===== src/rtl/smart_home_pkg.sv =====
// Shared constants and state encodings for the smart-home input and lighting blocks.
package smart_home_pkg;

   localparam int CLK_FREQ_HZ_DEF = 50_000_000;

   typedef enum logic [1:0] {
      ST_IDLE        = 2'd0,
      ST_CONFIRM_ON  = 2'd1,
      ST_ACTIVE      = 2'd2,
      ST_CONFIRM_OFF = 2'd3
   } ch_state_e;

   typedef enum logic {
      ST_WARMUP = 1'b0,
      ST_RUN    = 1'b1
   } top_state_e;

endpackage


===== src/rtl/pir_debounce_channel.sv =====
// One PIR channel: 2-flop synchroniser, debounce FSM and saturating event counter.
// state          | meaning
// ST_IDLE        | clean inactive, waiting for the sensor to go active
// ST_CONFIRM_ON  | sensor active, counting stable cycles before asserting clean
// ST_ACTIVE      | clean active, waiting for the sensor to go inactive
// ST_CONFIRM_OFF | sensor inactive, counting stable cycles before releasing clean
module pir_debounce_channel
   import smart_home_pkg::*;
#(
   parameter int DB_CYCLES = 4,
   parameter int EVT_W     = 8
) (
   input  logic             clk,
   input  logic             reset_n,
   input  logic             enable,
   input  logic             pir_raw,
   input  logic             clear_counts,
   output logic             pir_clean,
   output logic             pir_rise,
   output logic [EVT_W-1:0] event_cnt
);

   localparam int                DB_W    = $clog2(DB_CYCLES);
   localparam logic [DB_W-1:0]   DB_LAST = DB_W'(DB_CYCLES - 1);
   localparam logic [EVT_W-1:0]  EVT_MAX = '1;

   logic [1:0]       sync_q;
   logic             act_n;
   ch_state_e        state_q;
   logic [DB_W-1:0]  db_cnt_q;
   logic             clean_q;
   logic             rise_q;
   logic [EVT_W-1:0] evt_q;

   // Parked at idle until RUN, so a sensor already active at warm-up end is
   // treated as a fresh edge and gets the full activation latency.
   always_ff @(posedge clk or negedge reset_n) begin
      if (!reset_n)     sync_q <= 2'b11;
      else if (!enable) sync_q <= 2'b11;
      else              sync_q <= {sync_q[0], pir_raw};
   end

   assign act_n = ~sync_q[1];

   always_ff @(posedge clk or negedge reset_n) begin
      if (!reset_n) begin
         state_q  <= ST_IDLE;
         db_cnt_q <= '0;
         clean_q  <= 1'b1;
         rise_q   <= 1'b0;
      end else if (!enable) begin
         state_q  <= ST_IDLE;
         db_cnt_q <= '0;
         clean_q  <= 1'b1;
         rise_q   <= 1'b0;
      end else begin
         rise_q <= 1'b0;
         unique case (state_q)
            ST_IDLE: begin
               if (act_n) begin
                  state_q  <= ST_CONFIRM_ON;
                  db_cnt_q <= DB_W'(1);
               end
            end
            ST_CONFIRM_ON: begin
               if (!act_n) begin
                  state_q  <= ST_IDLE;
                  db_cnt_q <= '0;
               end else if (db_cnt_q == DB_LAST) begin
                  state_q  <= ST_ACTIVE;
                  db_cnt_q <= '0;
                  clean_q  <= 1'b0;
                  rise_q   <= 1'b1;
               end else begin
                  db_cnt_q <= db_cnt_q + DB_W'(1);
               end
            end
            ST_ACTIVE: begin
               if (!act_n) begin
                  state_q  <= ST_CONFIRM_OFF;
                  db_cnt_q <= DB_W'(1);
               end
            end
            ST_CONFIRM_OFF: begin
               if (act_n) begin
                  state_q  <= ST_ACTIVE;
                  db_cnt_q <= '0;
               end else if (db_cnt_q == DB_LAST) begin
                  state_q  <= ST_IDLE;
                  db_cnt_q <= '0;
                  clean_q  <= 1'b1;
               end else begin
                  db_cnt_q <= db_cnt_q + DB_W'(1);
               end
            end
         endcase
      end
   end

   // A clear coinciding with a pulse keeps that event.
   always_ff @(posedge clk or negedge reset_n) begin
      if (!reset_n)                        evt_q <= '0;
      else if (clear_counts)               evt_q <= EVT_W'(rise_q);
      else if (rise_q && evt_q != EVT_MAX) evt_q <= evt_q + EVT_W'(1);
   end

   assign pir_clean = clean_q;
   assign pir_rise  = rise_q;
   assign event_cnt = evt_q;

endmodule


===== src/rtl/pir_conditioner.sv =====
// Two-channel PIR input conditioner: warm-up lockout after reset, then two
// independent debounce channels feeding the lights block and status logic.
module pir_conditioner
   import smart_home_pkg::*;
#(
   parameter int CLK_FREQ_HZ = CLK_FREQ_HZ_DEF,
   parameter int DEBOUNCE_MS = 20,
   parameter int WARMUP_SEC  = 2,
   parameter int EVT_W       = 8
) (
   input  logic             clk,
   input  logic             reset_n,
   input  logic             pir_raw_1,
   input  logic             pir_raw_2,
   input  logic             clear_counts,
   output logic             pir_clean_1,
   output logic             pir_clean_2,
   output logic             pir_rise_1,
   output logic             pir_rise_2,
   output logic             warmup_done,
   output logic [EVT_W-1:0] event_cnt_1,
   output logic [EVT_W-1:0] event_cnt_2
);

   localparam int              DB_CYCLES = CLK_FREQ_HZ / 1000 * DEBOUNCE_MS;
   localparam int              WU_CYCLES = CLK_FREQ_HZ * WARMUP_SEC;
   localparam int              WU_W      = (WU_CYCLES > 1) ? $clog2(WU_CYCLES) : 1;
   localparam logic [WU_W-1:0] WU_LAST   = WU_W'(WU_CYCLES - 1);

   top_state_e      top_q;
   logic [WU_W-1:0] wu_cnt_q;
   logic            warmup_done_q;
   logic            ch_enable;

   always_ff @(posedge clk or negedge reset_n) begin
      if (!reset_n) begin
         top_q         <= ST_WARMUP;
         wu_cnt_q      <= '0;
         warmup_done_q <= 1'b0;
      end else begin
         unique case (top_q)
            ST_WARMUP: begin
               if (wu_cnt_q == WU_LAST) begin
                  top_q         <= ST_RUN;
                  warmup_done_q <= 1'b1;
               end else begin
                  wu_cnt_q <= wu_cnt_q + WU_W'(1);
               end
            end
            ST_RUN: top_q <= ST_RUN;
         endcase
      end
   end

   assign ch_enable   = (top_q == ST_RUN);
   assign warmup_done = warmup_done_q;

   pir_debounce_channel #(
      .DB_CYCLES (DB_CYCLES),
      .EVT_W     (EVT_W)
   ) u_ch1 (
      .clk          (clk),
      .reset_n      (reset_n),
      .enable       (ch_enable),
      .pir_raw      (pir_raw_1),
      .clear_counts (clear_counts),
      .pir_clean    (pir_clean_1),
      .pir_rise     (pir_rise_1),
      .event_cnt    (event_cnt_1)
   );

   pir_debounce_channel #(
      .DB_CYCLES (DB_CYCLES),
      .EVT_W     (EVT_W)
   ) u_ch2 (
      .clk          (clk),
      .reset_n      (reset_n),
      .enable       (ch_enable),
      .pir_raw      (pir_raw_2),
      .clear_counts (clear_counts),
      .pir_clean    (pir_clean_2),
      .pir_rise     (pir_rise_2),
      .event_cnt    (event_cnt_2)
   );

endmodule

===== config.mk =====
export PLATFORM = sky130hd
export DESIGN_NAME = pir_conditioner
export DESIGN_NICKNAME = d
export VERILOG_FILES = /design/src/rtl/smart_home_pkg.sv /design/src/rtl/pir_debounce_channel.sv /design/src/rtl/pir_conditioner.sv
export SDC_FILE = /design/constraint.sdc
export NUM_CORES = 1
export LEC_CHECK = 0
export CAP_MARGIN = 20
export CELL_PAD_IN_SITES_DETAIL_PLACEMENT = 0
export CELL_PAD_IN_SITES_GLOBAL_PLACEMENT = 2
export CORE_ASPECT_RATIO = 0.6
export CORE_MARGIN = 2
export CORE_UTILIZATION = 42
export CTS_CLUSTER_DIAMETER = 120
export DETAILED_ROUTE_END_ITERATION = 16
export GPL_ROUTABILITY_DRIVEN = 0
export GPL_TIMING_DRIVEN = 1
export PLACE_DENSITY_LB_ADDON = 0.1
export SLEW_MARGIN = 20
export SYNTH_ARGS = -nofsm -noshare
export SYNTH_HDL_FRONTEND = slang
export SYNTH_SLANG_ARGS = --single-unit

===== constraint.sdc =====
create_clock -name clk -period 3.6 [get_ports clk]
set_input_delay 0.72 -clock clk [delete_from_list [all_inputs] [get_ports clk]]
set_output_delay 0.72 -clock clk [all_outputs]
set_load 0.01 [all_outputs]

==> flow_summary.ini, run 1 <==
[sta]
rsz0062_at_grt = no
fin_setup_tns_ns = 0
hold_viol = 0
period_share_pct = 68.28
fin_crit_ns = 2.458
slew_headroom_pct = 37.39
worst_slew_pin_slew_ns = 0.9320
clock.fmax_mhz = 406.8
setup_viol = 0
setup_slack_ns = 1.142
finClkSkew_ns = 0.005878
maxSlewViolCount = 0

[final_layout]
area_growth_pct = 14.52
nNetsFinal = 533
diodes = 0
ff_latch_area_mm2 = 0.002435
nFillCells = 1027
multiInputGateArea_mm2 = 0.002362
finish.utilization_pct = 49.61
design_area_mm2 = 0.005624
final_layout_size_suffix_gt1_share_pct = 7.386

[worst_setup_path]
critPathMaxFanout = 21
worstSetupPathType = register to register
startpoint_type = register
cp.required_ns = 3.86
cp.arrival_ns = 2.72
endpoint_kind = register

[clock_network]
root_buffer = clkbuf_16
path_clk_slew_ns = 0.06
cts_resized = 0
cts_buffers = 9
cts_tree = yes
insertion_delay_ns = 0.34
h-tree-depth = 3
cts_setup_buffers = 0
clk_path_buf_depth = 2
cts_hold_buf = 0
cts_num_sinks = 97

[synthesis]
synth.top_cells.by_count = dfrtp_1 (91), nor2_1 (50), nand2_1 (43), xnor2_1 (30), nand3_1 (29)
yosysMostFrequentCell = dfrtp_1
synth_mux_area_share_pct = 0.6369
syn-num-nets = 507
synth_seq_area_share_pct = 49.58
netlist_instances = 497
syn_area_mm2 = 0.004911
synth_xor_area_share_pct = 9.248
synthDistinctLibCells = 58
synth_top_area_share_pct = 46.37
synth-edff-count = 0
postSynthAreaPerCell_um2 = 9.881
synth-adder-area-share_pct = 1.274
synth_compound_area_share_pct = 11.62
ys_async_sr_fraction_pct = 100.0
synth-seq-cells = 97
synth_flop_cell = dfrtp_1
synthTopCellsByArea = dfrtp_1 (46%), xnor2_1 (5.4%), nor2_1 (3.8%), xor2_1 (3.6%), nand2_1 (3.3%)
yosys.area.top_type = dfrtp_1
synth_top_family_by_area = simple AND/OR/NAND/NOR gates
yosys.area_share.simple_pct = 25.32
synth_warnings = 0

[route]
remaining_drc_errors = 0
wl_per_cell_um = 15.18
first_pass_iters = 4
ant_nets = 0
wirelength_mm = 10.45
num_vias = 3774
drtIter0Drc = 208
post_drt_via_cell_ratio = 5.485

[power_and_ir_drop]
cellLeakagePower_nw = 2.272
power_density_mw_per_mm2 = 382.0
vdd_drop_max_mv = 0.2516

[global_routing]
gr-total-overflow = 0
track_usage_pct = 17.92
grt_pass1_wl_mm = 17.74
antenna_found_initial = 0
grt_max_degree = 47
grt_pass1_vias = 3499

[placed_design]
postPlaceCellArea_mm2 = 0.005309
post-dp-hpwl_mm = 7.216
pre_cts_slack_ns = 1.175
port_buffers = 25

[floorplan]
pin_count = 26
start_util_pct = 43.32
die_h_um = 87.76
die_w_um = 143.6
core_area_mm2 = 0.01134
die_area_mm2 = 0.01260
fp-row-count = 30

[outcome]
outcome = finished clean

[job]
drv_cap = 0

[min_path]
hp-class = primary input to asynchronous set/reset pin
where the power goes:
part           internal [W]             switching, W  total (W)  leakage [nW]
sequential          0.00109  0.000000000000000000569    0.00109          1.32
clock              0.000628                 0.000401    0.00103         0.154
combinational    0.00000546                0.0000244  0.0000298         0.798
sequential cells by signal, summed over array words and instances (netlist names):
signal,count
warmup_done,1
u_ch1.db_cnt_q,20
wu_cnt_q,27
u_ch1.state_q,2
u_ch1.pir_rise,1
u_ch2.db_cnt_q,20
u_ch2.pir_clean,1
u_ch2.state_q,2
u_ch2.sync_q,2
u_ch2.event_cnt,8
u_ch1.event_cnt,8
u_ch1.sync_q,2
ch_enable,1
u_ch1.pir_clean,1
u_ch2.pir_rise,1
path summary, 6_finish.rpt:
check / start / to / slack (ns) / cells past startpoint
min: reset_n / wu_cnt_q[15]$_DFFE_PN0P_ / 0.38 / 1
min reg2reg: wu_cnt_q[21]$_DFFE_PN0P_ / wu_cnt_q[21]$_DFFE_PN0P_ / 0.47 / 1
max reg2reg: ch_enable$_DFF_PN0_ / u_ch2.db_cnt_q[3]$_DFFE_PN0P_ / 1.14 / 4
max: ch_enable$_DFF_PN0_ / u_ch2.db_cnt_q[3]$_DFFE_PN0P_ / 1.14 / 4
min in group clk: wu_cnt_q[21]$_DFFE_PN0P_ / wu_cnt_q[21]$_DFFE_PN0P_ / 0.47 / 1
max in group asynchronous: reset_n / u_ch2.pir_clean$_DFFE_PN1P_ / 2.40 / 2
per-layer routing:
| layer | track usage (%) | vias up | wire, µm |
|---|---|---|---|
| met1 | 28.24 | 1855 | 5829 |
| met5 | 0 | - | 0 |
| met4 | 4.545 | 0 | 110 |
| li1 | - | 1856 | - |
| met3 | 4.319 | 10 | 368 |
| met2 | 24.42 | 53 | 4136 |
placed cells by master, fill, tap and decap left out, types with 9 or more instances in the layout:
master,Yosys,layout
nand3_1,29,29
a21oi_1,26,26
and3_1,12,12
xnor2_1,30,30
clkbuf_16,0,9
nor3_1,18,18
a31oi_1,14,14
clkdlybuf4s50_1,0,24
dfrtp_1,91,91
nand4_1,22,22
nand2_1,43,43
nor2_1,50,50
inv_1,10,10
o21ai_0,16,16
xor2_1,20,20
area by class of cell:
cell class	instances	area share, %
Timing Repair Buffer	28	4.805
Clock inverter	3	1.157
Tap cell	160	3.560
Inverter	11	0.7341
Clock buffer	13	4.449
Multi-Input combinational cell	376	42.00
Sequential cell	97	43.29
critical path: stages (launching register included):
cell and delay (ns):
dfrtp_1 0.76, clkinv_1 0.46, nor3_1 0.86, a21oi_1 0.10, o2bb2ai_1 0.19
stage by stage:
stage                     hold slack [ns]  total power, W  std cells
after floorplan                    0.4244        0.001114        497
after global placement             0.4565        0.001143        672
after detailed placement           0.4563        0.001143        672
after CTS                          0.4147        0.002180        688
after global routing               0.4227        0.002221        688
final                              0.3814        0.002148        688
kinds of logic (layout without fill, tap and decap cells):
family / count (synthesis) / count (layout)
buffers and inverters: 24 / 55
AO/OA/AOI/OAI: 89 / 89
flip-flops: 97 / 97
adder cells (fa/ha/maj): 5 / 5
XOR/XNOR: 51 / 51
multiplexers: 3 / 3
AND/OR/NAND/NOR: 228 / 228
Note: power is estimated with default switching activity, not from simulation.
==> run 2: changes to the inputs <==
--- a/config.mk
+++ b/config.mk
@@ -10,7 +10,7 @@
 export CELL_PAD_IN_SITES_GLOBAL_PLACEMENT = 2
 export CORE_ASPECT_RATIO = 0.6
 export CORE_MARGIN = 2
-export CORE_UTILIZATION = 42
+export CORE_UTILIZATION = 39
 export CTS_CLUSTER_DIAMETER = 120
 export DETAILED_ROUTE_END_ITERATION = 16
 export GPL_ROUTABILITY_DRIVEN = 0
==> constraint.sdc (replaced) <==
create_clock -name clk -period 2.55 [get_ports clk]
set_input_delay 0.51 -clock clk [delete_from_list [all_inputs] [get_ports clk]]
set_output_delay 0.51 -clock clk [all_outputs]
set_load 0.01 [all_outputs]
==> run 2 against run 1 <==
  * Total power up 42%
  * Combinational power up 54%
  * Sequential share of layout area is 0.46 points lower
  * Register-to-register slack got worse by 0.86 ns
  * Cell count grew 1.5%
  * Fmax rose by 8.2%
  * Worst hold slack got worse by 0.25 ns
  * Sequential power increased by 41%
  * First-iteration DRC count is 2.9% higher
  * Die area rose by 7.4%
  * Flip-flop and latch count stayed put
  * Clock skew rose by 0.0024 ns
  * Critical endpoint is now u_ch1.db_cnt_q[10]$_DFFE_PN0P_
  * Highest routed layer unchanged
==> flow_summary.ini, run 2 (synthesized netlist as in run 1, its figures left out) <==
[final_layout]
area_growth_pct = 15.75
final_cell_mix = dfrtp_1 (91), nor2_1 (50), nand2_1 (43)
final_common_cell = dfrtp_1
finish.utilization_pct = 46.67
top_regs = wu_cnt_q (27), u_ch1.db_cnt_q (20), u_ch2.db_cnt_q (20)
largest_register = wu_cnt_q
final_layout_size_suffix_gt1_share_pct = 8.630
nNetsFinal = 538
diodes = 0
final_cells = 698
nFillCells = 1178
largest_register_ffs = 27

[global_routing]
gr-total-overflow = 0
met2_usage_pct = 21.45
met1_usage_pct = 26.97
grt_pass1_vias = 3490
grt_pass1_wl_mm = 17.91
use_met3_pct = 3.939
antenna_found_initial = 0
busiest_layer = met1
track_usage_pct = 16.58
grt_max_degree = 39

[floorplan]
die_w_um = 148.9
fp-row-count = 31
pin_count = 26
die_area_mm2 = 0.01354
start_util_pct = 40.32
die_h_um = 90.92
core_area_mm2 = 0.01218

[sta]
hold_slack_ns = 0.1344
worst_slew_pin_slew_ns = 0.8934
finClkSkew_ns = 0.008287
period_share_pct = 89.07
rsz0062_at_grt = no
hold_viol = 0
clock.fmax_mhz = 440.3
slew_headroom_pct = 39.98
setup_viol = 0
fin_setup_tns_ns = 0
fin_crit_ns = 2.271
maxSlewViolCount = 0

[placed_design]
dp.cells = 682
post-dp-hpwl_mm = 7.425
port_buffers = 25

[clock_network]
cts_buffers = 9
path_clk_slew_ns = 0.07
cts_tree = yes
cts_hold_buf = 0
cts_num_sinks = 97
h-tree-depth = 3
root_buffer = clkbuf_16
clk_path_buf_depth = 2
insertion_delay_ns = 0.34
cts_resized = 0
cts_setup_buffers = 0

[worst_setup_path]
r2r_slack_ns = 0.28
startpoint_type = register
crit_slowest_cell = or3_1
cp.arrival_ns = 2.47
worstSetupPathType = register to register
crit_chain = ha_1 -> and4_1 -> nand4_1 -> nor3_1 -> or3_1 -> o21ai_0
cp.required_ns = 2.75
cp_slowest_stage_delay_ns = 0.49
critPathMaxFanout = 14
endpoint_kind = register

[job]
drv_cap = 0

[route]
num_vias = 3710
ant_nets = 0
wirelength_mm = 10.42
remaining_drc_errors = 0
first_pass_iters = 5
drtIter0Drc = 214
wl_per_cell_um = 14.93
post_drt_via_cell_ratio = 5.315

[power_and_ir_drop]
vdd_drop_max_mv = 0.3714
power_w = 0.003045
power_density_mw_per_mm2 = 535.7
cellLeakagePower_nw = 2.303

[min_path]
hp-class = primary input to asynchronous set/reset pin

[outcome]
outcome = finished clean
-- run 2: changes by cell type in the layout (fill, tap and decap cells not counted) --
cell	previous run	this run
clkbuf_1	3	1
buf_4	4	8
buf_12	0	1
clkbuf_8	1	0
clkinvlp_4	0	1
inv_6	0	2
-- run 2: cell type report --
type / instances / area (µm²) / area share (%)
sequential: 97 / 2435 / 42.84
tap: 165 / 206.4 / 3.632
inverter: 11 / 41.29 / 0.7264
multi-input combinational: 376 / 2362 / 41.56
clock inverter: 6 / 90.09 / 1.585
timing repair buffer: 33 / 320.3 / 5.635
clock buffer: 10 / 229.0 / 4.028
-- run 2: metal layers --
metal / part of all wire [%] / wire length [µm] / vias to the layer above
li1: - / - / 1869
met1: 56 / 5814 / 1763
met2: 38 / 3994 / 69
met3: 4.9 / 510 / 9
met4: 0.98 / 102 / 0
met5: 0 / 0 / -
-- run 2: final timing paths --
| kind | to | cells after the start | from |
|---|---|---|---|
| min reg2reg | wu_cnt_q[21]$_DFFE_PN0P_ | 1 | wu_cnt_q[21]$_DFFE_PN0P_ |
| max reg2reg | u_ch1.db_cnt_q[10]$_DFFE_PN0P_ | 6 | u_ch1.db_cnt_q[0]$_DFFE_PN0P_ |
| max | u_ch1.db_cnt_q[10]$_DFFE_PN0P_ | 6 | u_ch1.db_cnt_q[0]$_DFFE_PN0P_ |
| max in group asynchronous | wu_cnt_q[2]$_DFFE_PN0P_ | 2 | reset_n |
| min in group clk | wu_cnt_q[21]$_DFFE_PN0P_ | 1 | wu_cnt_q[21]$_DFFE_PN0P_ |
| min | wu_cnt_q[15]$_DFFE_PN0P_ | 1 | reset_n |
-- run 2: worst max-delay path: cells and delay by family (launching register included) --
family / cells / cell delay [ns]
adders and majority gates: 1 / 0.20
AOI/OAI and AO/OA: 1 / 0.16
DFF: 1 / 0.38
and+or+nand+nor: 4 / 1.40
-- run 2: report_power, final --
group	internal [W]	leakage [nW]	switching, W
Sequential	0.00154	1.32	0.000000000000000000813
Combinational	0.0000108	0.829	0.0000351
Clock	0.000866	0.153	0.000595
-- run 2: stage by stage --
stage | area [µm²] | setup slack (ns)
after floorplan | 4911 | 0.6531
after global placement | 5365 | 0.3091
after detailed placement | 5365 | 0.2586
after CTS | 5684 | 0.2476
after global routing | 5684 | 0.05881
final | 5684 | 0.2786
